--- config.mk ---
export PLATFORM = sky130hd
export DESIGN_NAME = lsu_bus_master
export DESIGN_NICKNAME = d
export VERILOG_FILES = /design/src/rtl/lsu_bus_master.sv
export SDC_FILE = /design/constraint.sdc
export NUM_CORES = 1
export LEC_CHECK = 0
export ABC_AREA = 1
export CAP_MARGIN = 30
export CORE_MARGIN = 2
export CORE_UTILIZATION = 44
export CTS_CLUSTER_SIZE = 14
export DETAILED_ROUTE_END_ITERATION = 10
export GPL_TIMING_DRIVEN = 0
export PLACE_DENSITY = 0.92
export SETUP_SLACK_MARGIN = 0.3
export SLEW_MARGIN = 5
export SYNTH_ARGS = -nofsm -noshare
export SYNTH_HDL_FRONTEND = slang
export SYNTH_SLANG_ARGS = --single-unit
export TNS_END_PERCENT = 30
--- constraint.sdc ---
create_clock -name clk -period 2.06 [get_ports clk]
set_input_delay 0.206 -clock clk [delete_from_list [all_inputs] [get_ports clk]]
set_output_delay 0.206 -clock clk [all_outputs]
set_load 0.01 [all_outputs]
--- src/rtl/lsu_bus_master.sv ---
// -----------------------------------------------------------------------------
// lsu_bus_master
//   M-stage load/store initiator. Takes one load or store from the pipeline,
//   checks alignment and address range, lane-aligns store data and byte
//   enables, and runs a single transfer on a req/gnt/rvalid word bus. Load data
//   is returned sign- or zero-extended. The pipeline is stalled until the
//   access completes or is aborted by the timeout.
//
// Ports
//   clk, reset            clock (rising edge), synchronous active-high reset
//   op_valid              M-stage holds a memory op (stable while stall=1)
//   op_store[1:0]         01 sb, 10 sh, 11 sw, 00 none
//   op_load[2:0]          001 lb, 010 lbu, 011 lh, 100 lhu, 101 lw, else none
//   addr, wdata           byte address, right-justified store data
//   stall                 freeze the pipeline (combinational)
//   rdata, rdata_valid    extended load result, valid for one cycle
//   adel, ades            load/store address error (combinational)
//   bus_err               one-cycle pulse on timeout abort
//   bus_req/we/addr/be/wdata  request side of the word bus
//   bus_gnt, bus_rvalid, bus_rdata  response side of the word bus
// -----------------------------------------------------------------------------
module lsu_bus_master #(
    parameter int unsigned TIMEOUT_CYC = 255,
    parameter logic [31:0] DM_TOP      = 32'h0000_2FFF
) (
    input  logic        clk,
    input  logic        reset,
    input  logic        op_valid,
    input  logic [1:0]  op_store,
    input  logic [2:0]  op_load,
    input  logic [31:0] addr,
    input  logic [31:0] wdata,
    output logic        stall,
    output logic [31:0] rdata,
    output logic        rdata_valid,
    output logic        adel,
    output logic        ades,
    output logic        bus_err,
    output logic        bus_req,
    output logic        bus_we,
    output logic [31:0] bus_addr,
    output logic [3:0]  bus_be,
    output logic [31:0] bus_wdata,
    input  logic        bus_gnt,
    input  logic        bus_rvalid,
    input  logic [31:0] bus_rdata
);

    typedef enum logic [1:0] {
        S_IDLE = 2'd0,
        S_REQ  = 2'd1,
        S_RESP = 2'd2,
        S_DONE = 2'd3
    } state_t;

    // The counter holds the number of REQ/RESP cycles already spent; the
    // transfer is abandoned during the TIMEOUT_CYC-th such cycle.
    localparam int unsigned    TW    = $clog2(TIMEOUT_CYC + 1);
    localparam logic [TW-1:0]  TLAST = TW'(TIMEOUT_CYC - 1);

    state_t        state;
    state_t        state_nxt;
    logic [TW-1:0] tcnt;
    logic          last_cyc;
    logic          abort;
    logic          capture;

    // Op decode
    logic        is_sb;
    logic        is_sh;
    logic        is_sw;
    logic        do_store;
    logic        do_load;
    logic        is_lh_any;
    logic        is_lw;
    logic        range_err;
    logic        st_exc;
    logic        ld_exc;
    logic        op_go;
    logic [3:0]  be_nxt;
    logic [31:0] wd_nxt;

    // Load kind and lane remembered from the accepted op
    logic [2:0]  kind_p1;
    logic [1:0]  lane_p1;

    // Extract the addressed byte/halfword and extend it to 32 bits.
    function automatic logic [31:0] ext_load(input logic [31:0] word,
                                             input logic [2:0]  kind,
                                             input logic [1:0]  lane);
        logic signed [7:0]  b;
        logic signed [15:0] h;
        logic [31:0]        res;
        b = $signed(word[{lane, 3'b000} +: 8]);
        h = $signed(word[{lane[1], 4'b0000} +: 16]);
        case (kind)
            3'd1:    res = {{24{b[7]}}, b};
            3'd2:    res = {24'h000000, b};
            3'd3:    res = {{16{h[15]}}, h};
            3'd4:    res = {16'h0000, h};
            default: res = word;
        endcase
        return res;
    endfunction

    // Store wins when both store and load codes are present.
    assign is_sb     = (op_store == 2'b01);
    assign is_sh     = (op_store == 2'b10);
    assign is_sw     = (op_store == 2'b11);
    assign do_store  = (op_store != 2'b00);
    assign do_load   = !do_store && (op_load >= 3'd1) && (op_load <= 3'd5);
    assign is_lh_any = (op_load == 3'd3) || (op_load == 3'd4);
    assign is_lw     = (op_load == 3'd5);
    assign range_err = (addr > DM_TOP);

    assign st_exc = do_store && ((is_sh && addr[0]) ||
                                 (is_sw && (addr[1:0] != 2'b00)) ||
                                 range_err);
    assign ld_exc = do_load  && ((is_lh_any && addr[0]) ||
                                 (is_lw && (addr[1:0] != 2'b00)) ||
                                 range_err);

    assign op_go = op_valid && (do_store || do_load) && !st_exc && !ld_exc;

    // Byte lanes and lane-replicated store data; loads fetch the whole word.
    always_comb begin
        be_nxt = 4'b1111;
        wd_nxt = wdata;
        if (is_sb) begin
            be_nxt = 4'b0001 << addr[1:0];
            wd_nxt = {4{wdata[7:0]}};
        end else if (is_sh) begin
            be_nxt = addr[1] ? 4'b1100 : 4'b0011;
            wd_nxt = {2{wdata[15:0]}};
        end
    end

    assign last_cyc = (tcnt == TLAST);

    // State register
    always_ff @(posedge clk) begin
        if (reset) begin
            state <= S_IDLE;
        end else begin
            state <= state_nxt;
        end
    end

    // Next-state logic. A store grant or a read response in the final
    // allowed cycle still completes normally; a load grant in that cycle
    // leaves no time for the response and aborts.
    always_comb begin
        state_nxt = state;
        abort     = 1'b0;
        capture   = 1'b0;
        case (state)
            S_IDLE: begin
                if (op_go) begin
                    state_nxt = S_REQ;
                end
            end
            S_REQ: begin
                if (bus_gnt && bus_we) begin
                    state_nxt = S_DONE;
                end else if (last_cyc) begin
                    state_nxt = S_DONE;
                    abort     = 1'b1;
                end else if (bus_gnt) begin
                    // rvalid alongside gnt is not a response; wait in RESP
                    state_nxt = S_RESP;
                end
            end
            S_RESP: begin
                if (bus_rvalid) begin
                    state_nxt = S_DONE;
                    capture   = 1'b1;
                end else if (last_cyc) begin
                    state_nxt = S_DONE;
                    abort     = 1'b1;
                end
            end
            S_DONE: begin
                state_nxt = S_IDLE;
            end
            default: begin
                state_nxt = S_IDLE;
            end
        endcase
    end

    // Output logic
    always_comb begin
        bus_req = (state == S_REQ);
        stall   = op_go && (state != S_DONE);
        adel    = op_valid && (state == S_IDLE) && ld_exc;
        ades    = op_valid && (state == S_IDLE) && st_exc;
    end

    // Request fields latch on acceptance and hold through the transfer;
    // completion status is registered into DONE.
    always_ff @(posedge clk) begin
        if (reset) begin
            bus_we      <= 1'b0;
            bus_addr    <= '0;
            bus_be      <= '0;
            bus_wdata   <= '0;
            kind_p1     <= '0;
            lane_p1     <= '0;
            rdata       <= '0;
            rdata_valid <= 1'b0;
            bus_err     <= 1'b0;
            tcnt        <= '0;
        end else begin
            rdata_valid <= capture;
            bus_err     <= abort;
            if ((state == S_IDLE) && op_go) begin
                bus_we    <= do_store;
                bus_addr  <= {addr[31:2], 2'b00};
                bus_be    <= be_nxt;
                bus_wdata <= wd_nxt;
                kind_p1   <= do_store ? 3'd0 : op_load;
                lane_p1   <= addr[1:0];
            end
            if (capture) begin
                rdata <= ext_load(bus_rdata, kind_p1, lane_p1);
            end else if (abort) begin
                rdata <= '0;
            end
            if ((state == S_REQ) || (state == S_RESP)) begin
                tcnt <= tcnt + TW'(1);
            end else begin
                tcnt <= '0;
            end
        end
    end

endmodule

Word level (Yosys, flattened, before mapping)
Index checks and enable logic that the tools add are counted.
- bits in registers: 116
- bits of input ports: 106
- word-level logic and storage cells: 92
- output and inout bits: 107
- bitwise gates (word level): 1
- shift operators: 3
- $lt $le $gt $ge: 3
- equality and inequality tests: 18
- muxes and demuxes: 22
- add/subtract/negate cells: 1
- reduce and logical (&&, ||, !) cells: 33
- operators by type and width (cell ; count):
    2-to-1 mux 32 bit ; 4
    case mux 32 bit (4 select lines) ; 1
    greater-than comparator 32 x 14 -> 1 bit (second input constant) ; 1
    indexed part select 32 x 6 -> 16 bit ; 1
    indexed part select 32 x 6 -> 8 bit ; 1
    logical AND 1 bit ; 17
    2-to-1 mux 2 bit ; 6
    2-to-1 mux 4 bit ; 3
    equality test 3 x 2 -> 1 bit (second input constant) ; 3
    equality test 3 bit (second input constant) ; 3
    adder 8 x 1 -> 8 bit (second input constant) ; 1
    equality test 2 bit (second input constant) ; 4
    equality test 8 bit (second input constant) ; 1
    case mux 2 bit (4 select lines) ; 1
    logical OR 1 bit ; 7
    nonzero test 2 bit ; 3
    2-to-1 mux 1 bit ; 5
    equality test 2 x 1 -> 1 bit (second input constant) ; 2
    inequality test 2 bit (second input constant) ; 2
    inequality test 4 x 1 -> 1 bit (second input constant) ; 1
    left shift 1 x 2 -> 4 bit (first input constant) ; 1
    equality test 3 x 1 -> 1 bit (second input constant) ; 1
    greater-or-equal comparator 3 x 1 -> 1 bit (second input constant) ; 1
    less-or-equal comparator 3 bit (second input constant) ; 1
    other kinds (8) ; 10

Logic depth before layout (Yosys ltp)
Gate-level depths: netlist of run 1.
- word-level depth: 10
- mapped depth: 13
- mapped depth without buffers: 12

Worst setup path after synthesis of run 1
OpenSTA, ideal clock, no wires.
- path type: reg2reg
- start point: register state[1]
- end point: register rdata[10]
- cell stages (with the launch flop): 11
- clock period less this slack: 1719 ps
- library setup time: 70 ps
- setup slack: 341 ps
- buffers on the path: 2
- arrival time: 1648 ps
- required time: 1990 ps
- cell sequence: dfxtp_1 -> inv_1 -> ha_1 -> nand2_1 -> o21ai_0 -> nand3b_1 -> and2_1 -> clkbuf_1 -> clkbuf_1 -> nand2_1 -> a21oi_1
- word-level cells in the longest chain between the ends: 3
- elaborated cells on any way between the ends: 6
- classes of those cells: 2 x eq/ne; 3 x mux; 1 x reduce/logical
- RTL lines (what ; RTL line ; text):
    start, declared ; 61 ; state_t state;
    start signal, assigned ; 145 ; state <= state_nxt;
    equality test 2 x 1 -> 1 bit ; -- ;
    named net bus_req ; 39 ; output logic bus_req,
    case mux 1 bit (2 select lines) ; 156 ; case (state)
    nonzero test 2 bit (no line) ; -- ;
    end signal, assigned ; 225 ; rdata <= ext_load(bus_rdata, kind_p1, lane_p1);
    end, declared ; 34 ; output logic [31:0] rdata,
The timed path passes the listed nets, and every way through them passes these cells.
A chain may end at the register's enable or synchronous reset.

Worst setup path after layout of run 1
- start point: register state[0]
- end point: output adel
- word-level cells in the longest chain between the ends: 3
- RTL lines (what ; RTL line ; text):
    logical NOT 2 bit ; 195 ; adel = op_valid && (state == S_IDLE) && ld_exc;
    logical AND 1 bit (2 in a row) ; 195 ;
    end, declared ; 36 ; output logic adel,
Every way passes these cells.

==> flow_summary.ini, run 1 <==
[pwr]
vdd_drop_max_mv = 0.507
swShare = 0.260
pwr-share-seq = 0.339
power_frac_clock = 0.466
p_per_area_mw_per_mm2 = 837
pwr-share-comb = 0.195
p_leak_nw = 3.33
p_sw_mw = 1.87
intPower_mw = 5.32

[min_path]
hold_class = in -> reg
min_path_cells = 3

[setup_path]
cp_slowest_cell = dfxtp_4
path_depth = 5
crit_path_end_kind = primary output
crit_chain = inv_4 -> ha_4 -> inv_2 -> nor3_1 -> buf_2
reg2reg_depth = 9
max_stage_delay_ps = 370
cp.required_ps = 1850
cp_num_buf_inv = 3
worst_setup_path_start_kind = flop
critical_path_class = reg -> out
crit_path_max_fanout = 5
cp.arrival_ps = 1600
crit_family = flip-flops

[detailed_routing]
dr_total_vias = 6070
vias_per_cell = 5.41
wl_um = 18600
drcViolationCount = 1
wl_per_cell_um = 16.5
drt.antenna.violating_nets = 0
firstDrtPassIters = 8
drt-initial-drc-count = 609

[sta]
layout_min_cycle_time_ps = 1810
period_share = 0.878
tns_ps = 0
worst_slack_ps = 250
worst_pin_slew_ps = 640
max_clock_freq_ghz = 0.553
slew_headroom = 0.573
final_hold_viol_count = 0
rsz0062_at_grt = true
holdWs_ps = 115
drv_slew = 0
finalSetupViolCount = 0
fin_skew_ps = 8.97

[grt]
antenna_found_initial = 2
grt_pass1_vias = 5765
grt.overflow.total = 0
track_usage = 0.276
grt_max_degree = 17
grt_pass1_wl_um = 28100

[logic_synthesis]
ys.flop_type = dfxtp_1
netlist.area_leader.share = 0.441
ys_top_cells_by_area = dfxtp_1, nand2_1, a21oi_1
synth-edff-count = 0
async_flop_share = 0
yosys.area.top_type = dfxtp_1
yosys_warnings = 0
synth_cells = 721
synth.distinct_cells = 37
synth_seq_area_share = 0.441
syn_avg_cell_area_sq_um = 7.31
synth_seq_cells = 116
syn_area_sq_mm = 0.00527

[die]
io_pins = 213
fp.dieArea_sq_mm = 0.0129
fp.coreArea_sq_mm = 0.0116
placementRows = 39
die_h_um = 113
die_w_um = 113
start_util = 0.455

[final_layout]
drive_gt1_frac = 0.131
nFillCells = 804
final_cell_area_sq_mm = 0.00858
nets = 1079
utilization = 0.742
multi_input_area_sq_mm = 0.00268
syn2layout_area_growth_pct = 62.9
seq_area_sq_mm = 0.00234

[clock_tree]
cts_root_buffer = clkbuf_16
clock-sinks = 116
numCtsBuffers = 17
clkTransAtPathRegs_ps = 60
clock_latency_ps = 410
clock_path_buffers = 2
cts_tree = built
h-tree-depth = 4
cts-hold-fix-buffers = 0

[job]
drv_cap = 0

[placed_design]
dpl_cell_area_sq_mm = 0.00754
finalWeightedCongestion = 0.983
dp_hpwl_um = 12900
preCtsSetupSlack_ps = -409
port_buffers = 209

[status]
violations = DRC
outcome = finished, violations left
[state kept, by name, summed over array words and instances, names as in the netlist, 2 cells and up]
register / flops
lane_p1: 2
rdata: 32
kind_p1: 3
state: 2
bus_be: 4
bus_wdata: 32
tcnt: 8
bus_addr: 30
[placed cells by master (no fill, tap or decap), types with 3 or more instances in the layout]
cell type and count:
ha_1 4, bufinv_16 6, dfxtp_2 3, nor2_4 4, clkdlybuf4s50_1 178, nand3_1 25, buf_2 5, dfxtp_4 3
a21oi_1 94, clkbuf_16 18, nor2_2 5, nor2_1 45, dlygate4sd2_1 7, mux2_2 8, clkbuf_2 3, clkinvlp_4 3
dlymetal6s2s_1 20, mux2i_1 7, o211ai_1 31, nand4_1 3, clkbuf_1 14, dfxtp_1 110, nand2_1 234, nand2_2 5
buf_6 7, inv_2 3, nand3_2 3, inv_1 31, clkinv_2 3, buf_4 24, o21ai_0 33, nand2_4 3
[worst paths after layout]
path	endpoint	slack, ps	from
worst max-delay path	adel	250	state[0]
worst min register to register	bus_addr[16]	440	bus_addr[16]
worst min-delay path	bus_addr[13]	120	addr[13]
worst max register to register	rdata[15]	260	kind_p1[1]
[cells by family after synthesis]
logic type               share of synthesized area
XOR/XNOR                                   0.00333
buffers and inverters                       0.0715
multiplexers                                0.0304
adder cells (fa/ha/maj)                     0.0166
AND/OR/NAND/NOR                              0.267
flip-flops                                   0.441
AO/OA/AOI/OAI                                0.169
other                                     0.000712
[layout make-up]
type	count	share of cell area
diodes	2	0.000583
plain buffers	42	0.0343
clock buffers	18	0.0512
clock inverters	13	0.0268
inverters	37	0.0172
multi-input cells	528	0.313
flip-flops and latches	116	0.272
well taps	143	0.0208
repair buffers	224	0.264
[tightest hold or removal path, cell delays in order]
cell,delay [ps]
dlymetal6s2s_1,140
nand2_1,70
a21oi_1,50
[per-layer routing]
| metal | track usage | part of all wire | vias to the layer above |
|---|---|---|---|
| met5 | 0 | 0 | - |
| met4 | 0.121 | 0.035 | 0 |
| met3 | 0.0994 | 0.10 | 62 |
| met2 | 0.491 | 0.50 | 376 |
| met1 | 0.295 | 0.37 | 2765 |
| li1 | - | - | 2867 |
[synth_stat cells, types with 2 or more instances]
| master | number |
|---|---|
| nor3b_1 | 2 |
| dfxtp_1 | 116 |
| ha_1 | 7 |
| nand4_1 | 3 |
| buf_2 | 8 |
| mux2_2 | 8 |
| buf_6 | 5 |
| a21oi_1 | 94 |
| buf_4 | 8 |
| o211ai_1 | 31 |
| mux2i_1 | 7 |
| nor3_1 | 2 |
| nand3_1 | 29 |
| and2_1 | 2 |
| nand2_2 | 4 |
| nor2_1 | 50 |
| nand2_1 | 238 |
| nor2_4 | 2 |
| clkbuf_1 | 20 |
| o21ai_0 | 34 |
| inv_1 | 34 |
| nand3b_1 | 2 |
[stage by stage]
| step | total power, mW | std cells |
|---|---|---|
| after floorplan | 3.11 | 722 |
| after global routing | 7.44 | 1123 |
| after CTS | 7.09 | 1114 |
| after detailed placement | 3.69 | 1074 |
| final | 7.19 | 1123 |
| after global placement | 3.67 | 1074 |
[repair_timing]
action,4_1_cts,5_1_grt
pin swaps,6,30
cloned,0,3
setup endpoints to repair,107,107
buffers inserted,9,4
resized for setup,53,58
[power groups by stage]
stage	logic [mW]	registers, mW	clock network [mW]
global placement	1.20	2.46	0
CTS	1.29	2.43	3.37
finish	1.40	2.44	3.35
detailed placement	1.23	2.47	0
global route	1.51	2.45	3.48
floorplan	0.614	2.49	0
Note: power is estimated with default switching activity, not from simulation.
==> inputs of run 2 (changes only) <==
--- a/config.mk
+++ b/config.mk
@@ -13,7 +13,6 @@
 export DETAILED_ROUTE_END_ITERATION = 10
 export GPL_TIMING_DRIVEN = 0
 export PLACE_DENSITY = 0.92
-export SETUP_SLACK_MARGIN = 0.3
 export SLEW_MARGIN = 5
 export SYNTH_ARGS = -nofsm -noshare
 export SYNTH_HDL_FRONTEND = slang
==> run 2 against run 1 <==
Critical path depth unchanged. Clock power about the same. The run now ends clean. Cell count down 1.5%.
==> flow_summary.ini, run 2 (synthesis gave the netlist of run 1 again) <==
[sta]
layout_min_cycle_time_ps = 1950
rsz0062_at_grt = false
fin_skew_ps = 8.44
final_hold_viol_count = 0
period_share = 0.948
tns_ps = 0
worst_pin_slew_ps = 593
max_clock_freq_ghz = 0.512
drv_slew = 0
holdWs_ps = 351
slew_headroom = 0.605
finalSetupViolCount = 0

[final_layout]
drive_gt1_frac = 0.0872
nets = 1064
utilization = 0.713
syn2layout_area_growth_pct = 56.6
nFillCells = 871
final_cell_mix = nand2_1, clkdlybuf4s50_1, dfxtp_1
final_common_cell = nand2_1
seq_area_sq_mm = 0.00232
multi_input_area_sq_mm = 0.00258
reg.largest.list = bus_wdata x32, rdata x32, bus_addr x30
antenna_cells = 0

[clock_tree]
cts_tree = built
cts_root_buffer = clkbuf_16
h-tree-depth = 4
clock_latency_ps = 400
numCtsBuffers = 17
clock-sinks = 116
clock_path_buffers = 2
clkTransAtPathRegs_ps = 60

[min_path]
hold_class = in -> reg
min_from = addr[11]
min_path_cells = 3

[detailed_routing]
firstDrtPassIters = 7
wl_per_cell_um = 15.9
drt-initial-drc-count = 582
vias_per_cell = 5.33
dr_total_vias = 5894
wl_um = 17600
drcViolationCount = 0
drt.antenna.violating_nets = 0

[setup_path]
crit_path_end_kind = primary output
reg2reg_depth = 13
r2r-start = lane_p1[1]
critical_path_class = reg -> out
worst_setup_path_start_kind = flop
crit_path_max_fanout = 5
critPathLaunch = state[0]
cp.arrival_ps = 1750
cp.required_ps = 1850

[pwr]
power_mw = 7.02
power_frac_clock = 0.475
p_sw_mw = 1.79
p_per_area_mw_per_mm2 = 852
intPower_mw = 5.24
pwr-share-comb = 0.179
vdd_drop_max_mv = 0.502
swShare = 0.254
pwr-share-seq = 0.345
p_leak_nw = 3.03

[grt]
grt_pass1_wl_um = 27600
track_usage = 0.271
grt.overflow.total = 0
antenna_found_initial = 0
grt_pass1_vias = 5691
grt_max_degree = 17

[job]
drv_cap = 0

[die]
die_w_um = 113
fp.dieArea_sq_mm = 0.0129
die_h_um = 113
fp.coreArea_sq_mm = 0.0116
io_pins = 213
placementRows = 39
start_util = 0.455

[placed_design]
dp_hpwl_um = 12900
finalWeightedCongestion = 0.983
port_buffers = 209

[status]
outcome = finished clean
run 2: cell types whose count changed in the layout (fill, tap and decap cells not counted), moves of 3 or more:
cell and delta:
inv_1 +3, dfxtp_2 -3, dfxtp_4 -3, nand3_1 +4
nor2_1 +3, buf_4 -13, clkdlybuf4s50_1 +25, nand2_4 -3
dfxtp_1 +6, dlymetal6s2s_1 -20, nand2_1 +3, nand3_2 -3
run 2: power by group through the flow:
| stage | logic, mW | registers (mW) | clock network [mW] |
|---|---|---|---|
| finish | 1.26 | 2.43 | 3.34 |
| global route | 1.36 | 2.44 | 3.49 |
| CTS | 1.24 | 2.42 | 3.37 |
| detailed placement | 1.23 | 2.47 | 0 |
| global placement | 1.20 | 2.46 | 0 |
| floorplan | 0.614 | 2.49 | 0 |
run 2: critical path: stages, from the launching register on:
cell           delay [ps]
dfxtp_1               360
inv_1                 140
ha_2                  230
inv_1                 120
nor3_1                190
dlygate4sd2_1         310
run 2: worst paths after layout:
path | to | slack (ps)
setup / recovery | adel | 110
hold / removal | bus_addr[11] | 350
setup reg to reg | rdata[22] | 160
hold reg to reg | bus_addr[18] | 440
run 2: routing by layer:
metal / wire [um] / part of all wire / global-route usage / up-vias
li1: - / - / - / 2847
met1: 6780 / 0.39 / 0.292 / 2684
met2: 8610 / 0.49 / 0.484 / 314
met3: 1650 / 0.094 / 0.0956 / 49
met4: 524 / 0.030 / 0.113 / 0
met5: 0 / 0 / 0 / -
run 2: what timing repair did:
item	CTS	global route
pin swaps	1	0
hold buffers	0	0
gates cloned	0	0
buffers inserted	2	1
gates resized for setup	11	10
endpoints found under the setup margin	23	33
run 2: layout make-up:
| class | instances | area share |
|---|---|---|
| Inverter | 37 | 0.0176 |
| Multi-Input combinational cell | 527 | 0.313 |
| Tap cell | 143 | 0.0217 |
| Clock buffer | 18 | 0.0533 |
| Sequential cell | 116 | 0.282 |
| Clock inverter | 13 | 0.0279 |
| Timing Repair Buffer | 212 | 0.255 |
| Buffer | 40 | 0.0296 |
run 2: metrics by stage:
stage	cell area, sq um	instances	worst slack, ps
floorplan	5270	722	341
global placement	7540	1074	-395
detailed placement	7540	1074	-409
CTS	8230	1107	-10.3
global route	8250	1106	2.86
finish	8250	1106	106
